==> src/rtl/ros2_sub_msg_stream.sv <==
// rtl/ros2_sub_msg_stream.sv - subscriber message RAM replayed as a byte stream
// Locks the buffer via req/grant/rel on each received message and streams it out with last.
module ros2_sub_msg_stream #(
  parameter int MAX_LEN = 64,
  parameter int AW      = $clog2(MAX_LEN)
) (
  input  logic          clk,
  input  logic          rst_n,
  input  logic [AW-1:0] sub_addr,
  input  logic          sub_ce,
  input  logic          sub_we,
  input  logic [7:0]    sub_wdata,
  input  logic [7:0]    sub_len,
  input  logic          sub_recv,
  output logic          sub_req,
  input  logic          sub_grant,
  output logic          sub_rel,
  output logic [7:0]    m_data,
  output logic          m_valid,
  input  logic          m_ready,
  output logic          m_last,
  output logic          busy,
  output logic [15:0]   drop_cnt
);

  localparam int LW = AW + 1;

  typedef enum logic [2:0] {IDLE, REQ, RD, OUT, REL} state_t;

  state_t        state;
  logic [7:0]    mem [MAX_LEN];
  logic [LW-1:0] len;
  logic [LW-1:0] idx;
  logic [LW-1:0] idx_inc;

  assign idx_inc = idx + LW'(1);

  // Subscriber write port stays live in every state; contents are never reset.
  always_ff @(posedge clk) begin
    if (sub_ce && sub_we) mem[sub_addr] <= sub_wdata;
  end

  always_ff @(posedge clk or negedge rst_n) begin
    if (!rst_n) begin
      state    <= IDLE;
      sub_req  <= 1'b0;
      sub_rel  <= 1'b0;
      m_data   <= 8'h00;
      m_valid  <= 1'b0;
      m_last   <= 1'b0;
      busy     <= 1'b0;
      drop_cnt <= 16'h0000;
      len      <= '0;
      idx      <= '0;
    end else begin
      sub_rel <= 1'b0;
      if (sub_recv && busy && drop_cnt != 16'hFFFF) drop_cnt <= drop_cnt + 16'd1;
      case (state)
        IDLE: begin
          if (sub_recv) begin
            state   <= REQ;
            sub_req <= 1'b1;
            busy    <= 1'b1;
          end
        end
        REQ: begin
          if (sub_grant) begin
            sub_req <= 1'b0;
            idx     <= '0;
            // Clamp so an oversized length can never wrap the read address.
            len     <= (32'(sub_len) > MAX_LEN) ? LW'(MAX_LEN) : LW'(sub_len);
            if (sub_len == 8'd0) begin
              state   <= REL;
              sub_rel <= 1'b1;
            end else begin
              state <= RD;
            end
          end
        end
        RD: begin
          m_data  <= mem[idx[AW-1:0]];
          m_valid <= 1'b1;
          m_last  <= (idx_inc == len);
          state   <= OUT;
        end
        OUT: begin
          if (m_ready) begin
            m_valid <= 1'b0;
            m_last  <= 1'b0;
            if (m_last) begin
              state   <= REL;
              sub_rel <= 1'b1;
            end else begin
              idx   <= idx_inc;
              state <= RD;
            end
          end
        end
        REL: begin
          state <= IDLE;
          busy  <= 1'b0;
        end
        default: state <= IDLE;
      endcase
    end
  end

endmodule

==> config.mk <==
export PLATFORM = sky130hd
export DESIGN_NAME = ros2_sub_msg_stream
export DESIGN_NICKNAME = d
export VERILOG_FILES = /design/src/rtl/ros2_sub_msg_stream.sv
export SDC_FILE = /design/constraint.sdc
export NUM_CORES = 1
export LEC_CHECK = 0
export BUFFER_PORTS_ARGS = -buffer_cell sky130_fd_sc_hd__buf_2
export CAP_MARGIN = 20
export CORE_ASPECT_RATIO = 1.25
export CORE_MARGIN = 2
export CORE_UTILIZATION = 50
export DETAILED_ROUTE_END_ITERATION = 10
export GPL_TIMING_DRIVEN = 0
export MAX_ROUTING_LAYER = met4
export PLACE_DENSITY = 0.66
export SYNTH_ARGS = -nofsm -noshare
export SYNTH_HDL_FRONTEND = slang
export SYNTH_SLANG_ARGS = --single-unit
==> constraint.sdc <==
create_clock -name clk -period 2.7 [get_ports clk]
set_input_delay 0.54 -clock clk [delete_from_list [all_inputs] [get_ports clk]]
set_output_delay 0.54 -clock clk [all_outputs]
set_load 0.005 [all_outputs]
==> impl_results.md, run 1 <==
* R2r worst-path depth at 8
* Distinct cell type count after synthesis at 58
* Final Hold Fails at 0
* Core footprint at 44,200 sq um
* Initial antenna violation count at 0
* Xor-xnor portion of the synthesized cell area at 0.0101
* DP Area at 23,700 sq um
* Slew Limit Fails at 0
* Final HPWL DP at 33,200 um
* Core Rows at 86
* DRT antenna net count at 0
* Worst reg-to-reg setup slack at 0.36 ns
* I/O Buffers at 54
* Hold Startpoint: sub_len[1]
* Min cycle time layout at between 2 and 3 ns
* H-tree Lvls at 2
* Peak VDD IR at approximately 590 uV
* CTS tree: done
* Outcome: finished clean
* Setup ws final at around 0.19 ns
* Critical setup path kind: in -> reg
* Antenna cells at 0
* Mapped Avg Cell Area at 18.3 sq um
* Layout filler cell count at 3,331
* Synth Area in Compound Gates at 0.0435
* Worst min-delay path endpoint: len[1]
* Vias in the first global route at 11,688
* Design area at 25,400 sq um
* Total Power at 0.0230 W
* Drt first-iter violations at 1,187
* Worst R2R End: m_data[4]
* Crit Path Max Fanout at 10
* Power per cell area at 907 nW/um^2
* Leakage Power at around 8.5 nW
* WL final at 50,100 um
* Final Wtd Congestion at about 0.87
* Top FF cell, synth: edfxtp_1
* Post-cts resize count at 0
* Endpoints failing setup at 0
* Place WS at -0.345 ns
* CTS buffer count at 53
* Post-Synth Adder-Cell Area at 0.00111
* CTS Buffer Depth at 3
* Mux cell area share after synthesis at 0.139
* Clock-pin slew of the registers on the worst-case setup and hold paths at around 0.06 ns
* Hold path cells at 2
* Initial Util at 0.509
* Commonest non-fill, non-tap cells in the layout: edfxtp_1 (512), mux2i_1 (144), nor2_1 (78), buf_2 (75), nand2_1 (55)
* Final TNS setup at 0 ns
* Worst hold path class: in -> reg
* Crit end category: register
* Mapped Nets at 1,263
* Commonest non-fill, non-tap cell in the layout: edfxtp_1
* Total Routing Usage GR at 0.223
* RR Startpoint: idx[0]
* Die width at 194 um
* GR Overflow Total at 0
* Chip Height at 241 um
* Via count at ~12,000
* Fraction of registers with async set/reset at 0.0824
* Post-synth EDFFs at roughly 500
* Clock Skew at 0.0163 ns
* Clock Tree Root: clkbuf_16
* Worst-Margin Slew at 0.862 ns
* Largest family of logic cells by synthesized area: multiplexers
* DRC Markers at 0
* Synthesized instance count at ~1,200
* WP data required at 2.89 ns
* RSZ-0062 raised after global routing: false
* 1st-pass router iterations at 8
* Register area share after synthesis at 0.735
* Area Overhead vs Synth at 12.9%
* Final Cycle Share at 0.930
* Nets at approximately 1,400
* Drt wl/cell at 25.5 um
* Vias/cell at approximately 5.9
* Arrival @ worst endpoint at about 2.7 ns
* Fmax at around 400 MHz
* Num ports at 58
* Synth Area in Simple Gates at 0.0468
* Global-route wire length before repair at 74,800 um
* Register area at approximately 17,000 sq um
* Die area at 46,700 sq um
* FF+latch count, synth at roughly 560
* Min Hold Slack at 0.210 ns
* Max Cap Viol at 0
* Layout cell share with drive strength beyond 1 at 0.185
* Synth warn at 0
* Largest net degree at the start of global routing at 65
* Synth Cell Area at 22,500 sq um
* Max_slew headroom at 0.423
* Multi-input gate area at 5420 sq um
* Startpoint Class: input port
* CTS sink count at approximately 560
* Clk_lat worst skew at a little under 0.6 ns
* Postcts setup bufs at 0
==> layout make-up <==
type                            count  share of cell area
Buffer                             70              0.0205
Inverter                            7             0.00103
Sequential cell                   558               0.651
Tap cell                          572              0.0282
Clock buffer                       69              0.0566
Clock inverter                     26             0.00995
Timing Repair Buffer               68              0.0194
Multi-Input combinational cell    597               0.214
==> metrics by stage <==
step                cells   util
floorplan            1232      -
global route         1967  0.574
finish               1967  0.574
CTS                  1965  0.573
global placement     1858  0.531
detailed placement   1869  0.535
==> repair_timing <==
action,4_1_cts,5_1_grt
hold buffers,1,0
endpoints found under the hold margin,20,0
setup endpoints to repair,0,0
==> cells in the mapped netlist, types with 3 or more instances <==
cell | number | area (sq um)
a211o_1 | 8 | 70.1
a21oi_1 | 6 | 30.0
a22o_1 | 17 | 149
a22oi_1 | 48 | 360
a41oi_1 | 9 | 78.8
and2b_2 | 3 | 26.3
and3_1 | 5 | 31.3
buf_2 | 19 | 95.1
buf_4 | 8 | 60.1
buf_6 | 11 | 124
buf_8 | 5 | 75.1
clkbuf_1 | 18 | 67.6
clkbuf_2 | 3 | 15.0
clkbuf_8 | 4 | 55.1
dfrtp_1 | 46 | 1150
edfxtp_1 | 512 | 15400
inv_1 | 7 | 26.3
mux2i_1 | 144 | 1440
mux4_1 | 20 | 526
mux4_2 | 52 | 1170
nand2_1 | 55 | 206
nand3_1 | 37 | 185
nand3b_1 | 3 | 22.5
nor2_1 | 78 | 293
nor2b_1 | 4 | 25.0
nor3_1 | 16 | 80.1
nor3b_1 | 3 | 22.5
nor4_1 | 4 | 25.0
o2111ai_1 | 8 | 70.1
o21ai_0 | 14 | 70.1
o22ai_1 | 3 | 18.8
or3_1 | 3 | 18.8
xnor2_1 | 15 | 131
xor2_1 | 11 | 96.3
==> state kept, by name, indices dropped and copies added (netlist names) <==
register,count
busy,1
drop_cnt,16
idx,7
len,7
m_data,8
m_last,1
m_valid,1
mem,512
state,3
sub_rel,1
sub_req,1
==> report_power, final <==
group | switching (W) | internal (W)
Clock | 0.00311 | 0.00420
Sequential | 0.000226 | 0.00968
Combinational | 0.00321 | 0.00262
Total | 0.00654 | 0.0165
==> worst max path at each step <==
stage	start	to	slack, ns	cells past startpoint
3_5_place_dp	sub_addr[0]	mem[39][5]	-0.35	4
6_report	sub_addr[0]	mem[47][2]	0.19	4
5_1_grt	sub_addr[0]	mem[47][0]	0.13	4
2_1_floorplan	sub_addr[4]	mem[48][0]	0.51	4
3_3_place_gp	sub_addr[0]	mem[47][3]	-0.29	4
4_1_cts	sub_addr[0]	mem[39][3]	0.25	4
==> worst max-delay path: stages <==
cell,delay [ns]
clkbuf_1,0.33
and3_1,0.32
nand3_1,0.62
nor2_1,0.89
==> logic make-up after synthesis <==
logic type                 after synthesis
muxes                                  216
DFF                                    558
AOI/OAI and AO/OA                      126
xor gates and xnor gates                26
buffers and inverters                   77
and+or+nand+nor                        227
adders and majority gates                2
==> routing by layer <==
| metal | wire [um] | global-route usage | up-vias |
|---|---|---|---|
| met2 | 25600 | 0.374 | 356 |
| met3 | 2740 | 0.0288 | 91 |
| li1 | - | - | 5191 |
| met4 | 1290 | 0.0659 | 0 |
| met1 | 20400 | 0.288 | 6059 |
| met5 | 0 | - | - |
No activity file was read; power rests on OpenSTA's default activity.
==> run 2: changes to the inputs <==
- CAP_MARGIN: 20 -> unset
- CELL_PAD_IN_SITES_DETAIL_PLACEMENT: unset -> 0
- CELL_PAD_IN_SITES_GLOBAL_PLACEMENT: unset -> 1
- CORE_ASPECT_RATIO: 1.25 -> 1.2
- PLACE_DENSITY: 0.66 -> unset
- PLACE_DENSITY_LB_ADDON: unset -> 0.1
==> impl_results.md, run 2 (synthesis results as in run 1) <==
* Outcome: finished clean
* Drt first-iter violations at 1,006 (-15%)
* Slew Limit Fails at 0 (unchanged)
* Design area at 25,300 sq um (-0.32%)
* Final HPWL DP at 32,700 um (-1.6%)
* Crit end category: register
* Sw power at 0.00670 W (+2.5%)
* H-tree Lvls at 2 (unchanged)
* Combinational fraction of design power at 0.252 (about the same)
* Switching Share at 0.285 (+0.00170)
* Layout filler cell count at 3,489 (+4.7%)
* Most flop-heavy register: mem
* Startpoint Class: input port
* Max FFs per register at 512 (unchanged)
* Core footprint at 44,700 sq um (+1.0%)
* Vias in the first global route at 11,588 (-0.86%)
* DP Area at 23,500 sq um (-0.77%)
* Clock Skew at 0.0157 ns (-0.000600 ns)
* Layout cell share with drive strength beyond 1 at 0.186 (+0.000933)
* CTS sink count at 558 (unchanged)
* Commonest non-fill, non-tap cell in the layout: edfxtp_1
* Total Routing Usage GR at 0.232 (+0.00901)
* Crit Path Max Fanout at 10 (unchanged)
* WP data required at 2.93 ns (+0.04 ns)
* Drt wl/cell at 26.2 um (+3.0%)
* CTS tree: done
* Max Cap Viol at 0 (unchanged)
* Endpoints failing setup at 0 (unchanged)
* Initial Util at 0.504 (-0.00504)
* Power per cell area at 927 nW/um^2 (+2.2%)
* Final Wtd Congestion at 0.866 (-0.99%)
* GR Overflow Total at 0 (unchanged)
* Chip Height at 236 um (-2.0%)
* CTS Buffer Depth at 3 (unchanged)
* Global-route wire length before repair at 75,800 um (+1.4%)
* Num ports at 58 (unchanged)
* Area Overhead vs Synth at 12.5%
* Final core utilization at 0.567 (-0.00749)
* CP max stage delay at 0.91 ns (+0.02 ns)
* Setup ws final at 0.228 ns (+0.0391 ns)
* Cell Chain, Critical Path: clkbuf_1 -> and3_1 -> nand3_1 -> nor2_1
* Nets at 1,375 (-0.79%)
* Largest registers: mem x512, drop_cnt x16, m_data x8
* DRT antenna net count at 0 (unchanged)
* Postcts setup bufs at 0 (unchanged)
* Clock power share at 0.326 (+0.009)
* RR Startpoint: idx[0]
* Place WS at -0.313 ns (+0.0323 ns)
* Peak VDD IR at 607 uV (+2.9%)
* Leakage Power at 8.50 nW (-0.27%)
* Commonest non-fill, non-tap cells in the layout: edfxtp_1 (512), mux2i_1 (144), nor2_1 (78), buf_2 (73), clkbuf_16 (57)
* Worst hold path class: in -> async
* Register share of total power at 0.422 (-0.008)
* Max_slew headroom at 0.0953 (-0.328)
* I/O Buffers at 54 (unchanged)
* WL final at 51,300 um (+2.3%)
* RSZ-0062 raised after global routing: false
* Via count at 11,662 (-0.30%)
* Clock Tree Root: clkbuf_16
* Die area at 46,700 sq um (about the same)
* Initial antenna violation count at 0 (unchanged)
* Fmax at 405 MHz (+1.6%)
* CTS buffer count at 55 (+3.8%)
* DRC Markers at 0 (unchanged)
* Final TNS setup at 0 ns (unchanged)
* Slowest-stage cell, CP: nor2_1
* Clock-pin slew of the registers on the worst-case setup and hold paths at 0.06 ns (about the same)
* Vias/cell at 5.97 (+0.42%)
* Hold buffers post-CTS at 0 (-1)
* Critical setup path kind: in -> reg
* Post-cts resize count at 0 (unchanged)
* Total Power at 0.0235 W (+1.9%)
* Crit path launch: sub_addr[0]
* Final Hold Fails at 0 (unchanged)
* Clk_lat worst skew at 0.60 ns (+0.02 ns)
* Antenna cells at 0 (unchanged)
* Core Rows at 85 (-1.2%)
* Arrival @ worst endpoint at 2.70 ns (about the same)
* Min cycle time layout at 2.47 ns (-0.0391 ns)
* Worst-Margin Slew at 1.36 ns (+0.495 ns)
* 1st-pass router iterations at 5 (-3)
* Final Cycle Share at 0.915 (-0.0145)
* Int Power at 0.0168 W (+1.6%)
* Largest net degree at the start of global routing at 65 (unchanged)
* Die width at 198 um (+2.0%)
[run 2: through the flow]
stage          std cells  hold WS, ns
6_report            1953        0.154
3_5_place_dp        1851        0.471
2_1_floorplan       1232        0.244
5_1_grt             1953        0.166
3_3_place_gp        1851        0.466
4_1_cts             1952        0.145
[run 2: critical path, delay by kind of cell]
kind | cells | cell delay (ns)
buffers and inverters | 1 | 0.31
and+or+nand+nor | 3 | 1.84
[run 2: power by group through the flow]
stage / Clock [W] / Sequential, W / Combinational [W]
CTS: 0.00779 / 0.00991 / 0.00598
detailed placement: 0 / 0.0101 / 0.00598
global placement: 0 / 0.0101 / 0.00595
finish: 0.00766 / 0.00991 / 0.00591
floorplan: 0 / 0.0100 / 0.00409
global route: 0.00813 / 0.00994 / 0.00629
[run 2: per-layer routing]
layer  wire, um  global-route usage  part of all wire
met4       1200              0.0647             0.023
met1      21200               0.303              0.41
met3       2470              0.0309             0.048
met2      26300               0.384              0.51
met5          0                   -                 0
[run 2: layout make-up]
class	instances	area, sq um	share of cell area
repair buffers	55	290	0.0115
multi-input cells	597	5430	0.215
flip-flops and latches	558	16500	0.653
clock buffers	68	1500	0.0592
clock inverters	33	313	0.0124
inverters	7	26.3	0.00104
well taps	565	707	0.0279
plain buffers	70	522	0.0206
[run 2: final timing paths]
path / end / slack (ns) / depth (start not counted)
min: drop_cnt[8] / 0.15 / 1
min reg2reg: m_data[7] / 0.48 / 1
max: mem[47][6] / 0.23 / 4
max reg2reg: m_data[3] / 0.23 / 8
max in group asynchronous: m_data[6] / 1.85 / 1
min in group clk: len[2] / 0.18 / 2
==> run 3: changes to the inputs <==
- CTS_BUF_LIST: unset -> sky130_fd_sc_hd__clkbuf_8
==> impl_results.md, run 3 (synthesis results as in run 1) <==
* Initial Util at 0.504 (unchanged)
* Inst Count DP at 1,851 (unchanged)
* CTS tree: done
* Final Wtd Congestion at 0.866 (unchanged)
* I/O Buffers at 54 (unchanged)
* Nets at 1,408 (+2.4%)
* Worst-Margin Slew at 1.34 ns (-0.0192 ns)
* Slew Limit Fails at 0 (unchanged)
* Design area at 25,200 sq um (-0.54%)
* Largest net degree at the start of global routing at 65 (unchanged)
* Startpoint Class: register
* Max_slew headroom at 0.108 (+0.0128)
* Slowest-stage cell, CP: dfrtp_1
* Postcts setup bufs at 0 (unchanged)
* H-tree Lvls at 3 (+1)
* Critical setup path kind: reg -> reg
* Cell Chain, Critical Path: buf_6 -> buf_6 -> nor2_1 -> buf_2 -> a22oi_1 -> nand3_1 -> a41oi_1 -> a211o_1
* Clock Tree Root: clkbuf_8
* Crit Path Max Fanout at 10 (unchanged)
* Max FFs per register at 512 (unchanged)
* Final Hold Fails at 0 (unchanged)
* Vias/cell at 5.86 (-1.8%)
* Post-cts resize count at 0 (unchanged)
* Initial antenna violation count at 1 (+1)
* Clock Skew at 0.0271 ns (+0.0114 ns)
* Power per cell area at 898 nW/um^2 (-3.1%)
* Endpoints failing setup at 0 (unchanged)
* Crit end category: register
* Final HPWL DP at 32,700 um (unchanged)
* Final Cycle Share at 0.916 (about the same)
* Fmax at 404 MHz (about the same)
* Core footprint at 44,700 sq um (unchanged)
* DRT antenna net count at 0 (unchanged)
* Core Rows at 85 (unchanged)
* Commonest non-fill, non-tap cells in the layout: edfxtp_1 (512), mux2i_1 (144), clkbuf_8 (99), nor2_1 (78), buf_2 (73)
* Leakage Power at 8.56 nW (+0.74%)
* 1st-pass router iterations at 5 (unchanged)
* Max Cap Viol at 0 (unchanged)
* Largest registers: mem x512, drop_cnt x16, m_data x8
* Worst hold path class: in -> async
* Via count at 11,799 (+1.2%)
* Hold buffers post-CTS at 0 (unchanged)
* RSZ-0062 raised after global routing: false
* Total Power at 0.0226 W (-3.7%)
* Clock-pin slew of the registers on the worst-case setup and hold paths at 0.06 ns (about the same)
* Outcome: finished clean
* WP data required at 3.23 ns (+0.30 ns)
* DP Area at 23,500 sq um (unchanged)
* Die area at 46,700 sq um (unchanged)
* Commonest non-fill, non-tap cell in the layout: edfxtp_1
* CTS sink count at 558 (unchanged)
* Global-route wire length before repair at 76,700 um (+1.1%)
* DRC Markers at 0 (unchanged)
* Area Overhead vs Synth at 11.9%
* Clk_lat worst skew at 0.65 ns (+0.05 ns)
* Most frequent cell on the critical path: buf_6
* CTS buffer count at 88 (+60%)
* CTS Buffer Depth at 3 (unchanged)
* Fin cells at 2,012 (+3.0%)
* Vias in the first global route at 11,927 (+2.9%)
* Total Routing Usage GR at 0.236 (+0.00398)
* Chip Height at 236 um (unchanged)
* Die width at 198 um (unchanged)
* Drt wl/cell at 25.8 um (-1.8%)
* Peak VDD IR at 494 uV (-19%)
* Num ports at 58 (unchanged)
* Layout filler cell count at 3,530 (+1.2%)
* Min cycle time layout at 2.47 ns (+0.00142 ns)
* Layout cell share with drive strength beyond 1 at 0.196 (+0.00983)
* Most flop-heavy register: mem
* GR Overflow Total at 0 (unchanged)
* Drt first-iter violations at 964 (-4.2%)
* CP max stage delay at 0.40 ns (-0.51 ns)
* Arrival @ worst endpoint at 3.00 ns (+0.30 ns)
* WL final at 51,800 um (+1.2%)
run 3: cell types whose count changed in the layout (fill, tap and decap cells not counted), sizes merged:
cell / previous run / this run
bufinv: 6 / 4
inv: 7 / 36
clkbuf: 93 / 120
diode: 0 / 1
clkinv: 25 / 29
run 3: path summary, 6_finish.rpt:
check / startpoint / endpoint / slack [ns] / cells after the start
worst min register to register: m_data[7] / m_data[7] / 0.48 / 1
worst min-delay path: rst_n / drop_cnt[8] / 0.12 / 1
max in group asynchronous: rst_n / m_valid / 1.88 / 1
worst max-delay path: idx[0] / m_data[3] / 0.23 / 8
worst max register to register: idx[0] / m_data[3] / 0.23 / 8
min in group clk: sub_len[2] / len[2] / 0.14 / 2
run 3: cell type report:
class | instances | area [sq um] | share of cell area
plain buffers | 70 | 522 | 0.0207
flip-flops and latches | 558 | 16500 | 0.656
well taps | 565 | 707 | 0.0281
inverters | 7 | 26.3 | 0.00104
clock buffers | 95 | 1310 | 0.0519
clock inverters | 64 | 363 | 0.0144
repair buffers | 55 | 290 | 0.0115
multi-input cells | 597 | 5430 | 0.216
diodes | 1 | 2.50 | 0.0000994
run 3: through the flow:
stage	setup slack, ns	TNS, ns	utilization	hold slack [ns]
global route	0.149	0	0.564	0.117
finish	0.227	0	0.564	0.117
floorplan	0.509	0	-	0.244
detailed placement	-0.313	-40.35	0.526	0.471
CTS	0.251	0	0.563	0.0839
global placement	-0.353	-39.60	0.526	0.466
run 3: where the power goes:
| part | internal [W] | leakage (nW) | switching, W |
|---|---|---|---|
| registers | 0.00969 | 5.18 | 0.000221 |
| clock network | 0.00361 | 0.959 | 0.00319 |
| logic | 0.00260 | 2.42 | 0.00330 |
| total | 0.0159 | 8.56 | 0.00672 |
run 3: layer usage:
metal,part of all wire,track usage,vias to the layer above
li1,-,-,5251
met1,0.41,0.305,6076
met2,0.51,0.381,383
met3,0.055,0.0342,89
met4,0.029,0.0900,0
met5,0,-,-
run 3: critical path: cells and delay by family, from the launching register on:
family / cells / cell delay, ns
flops: 1 / 0.40
compound gates: 3 / 0.70
buf+inv: 3 / 0.70
simple gates: 2 / 0.57
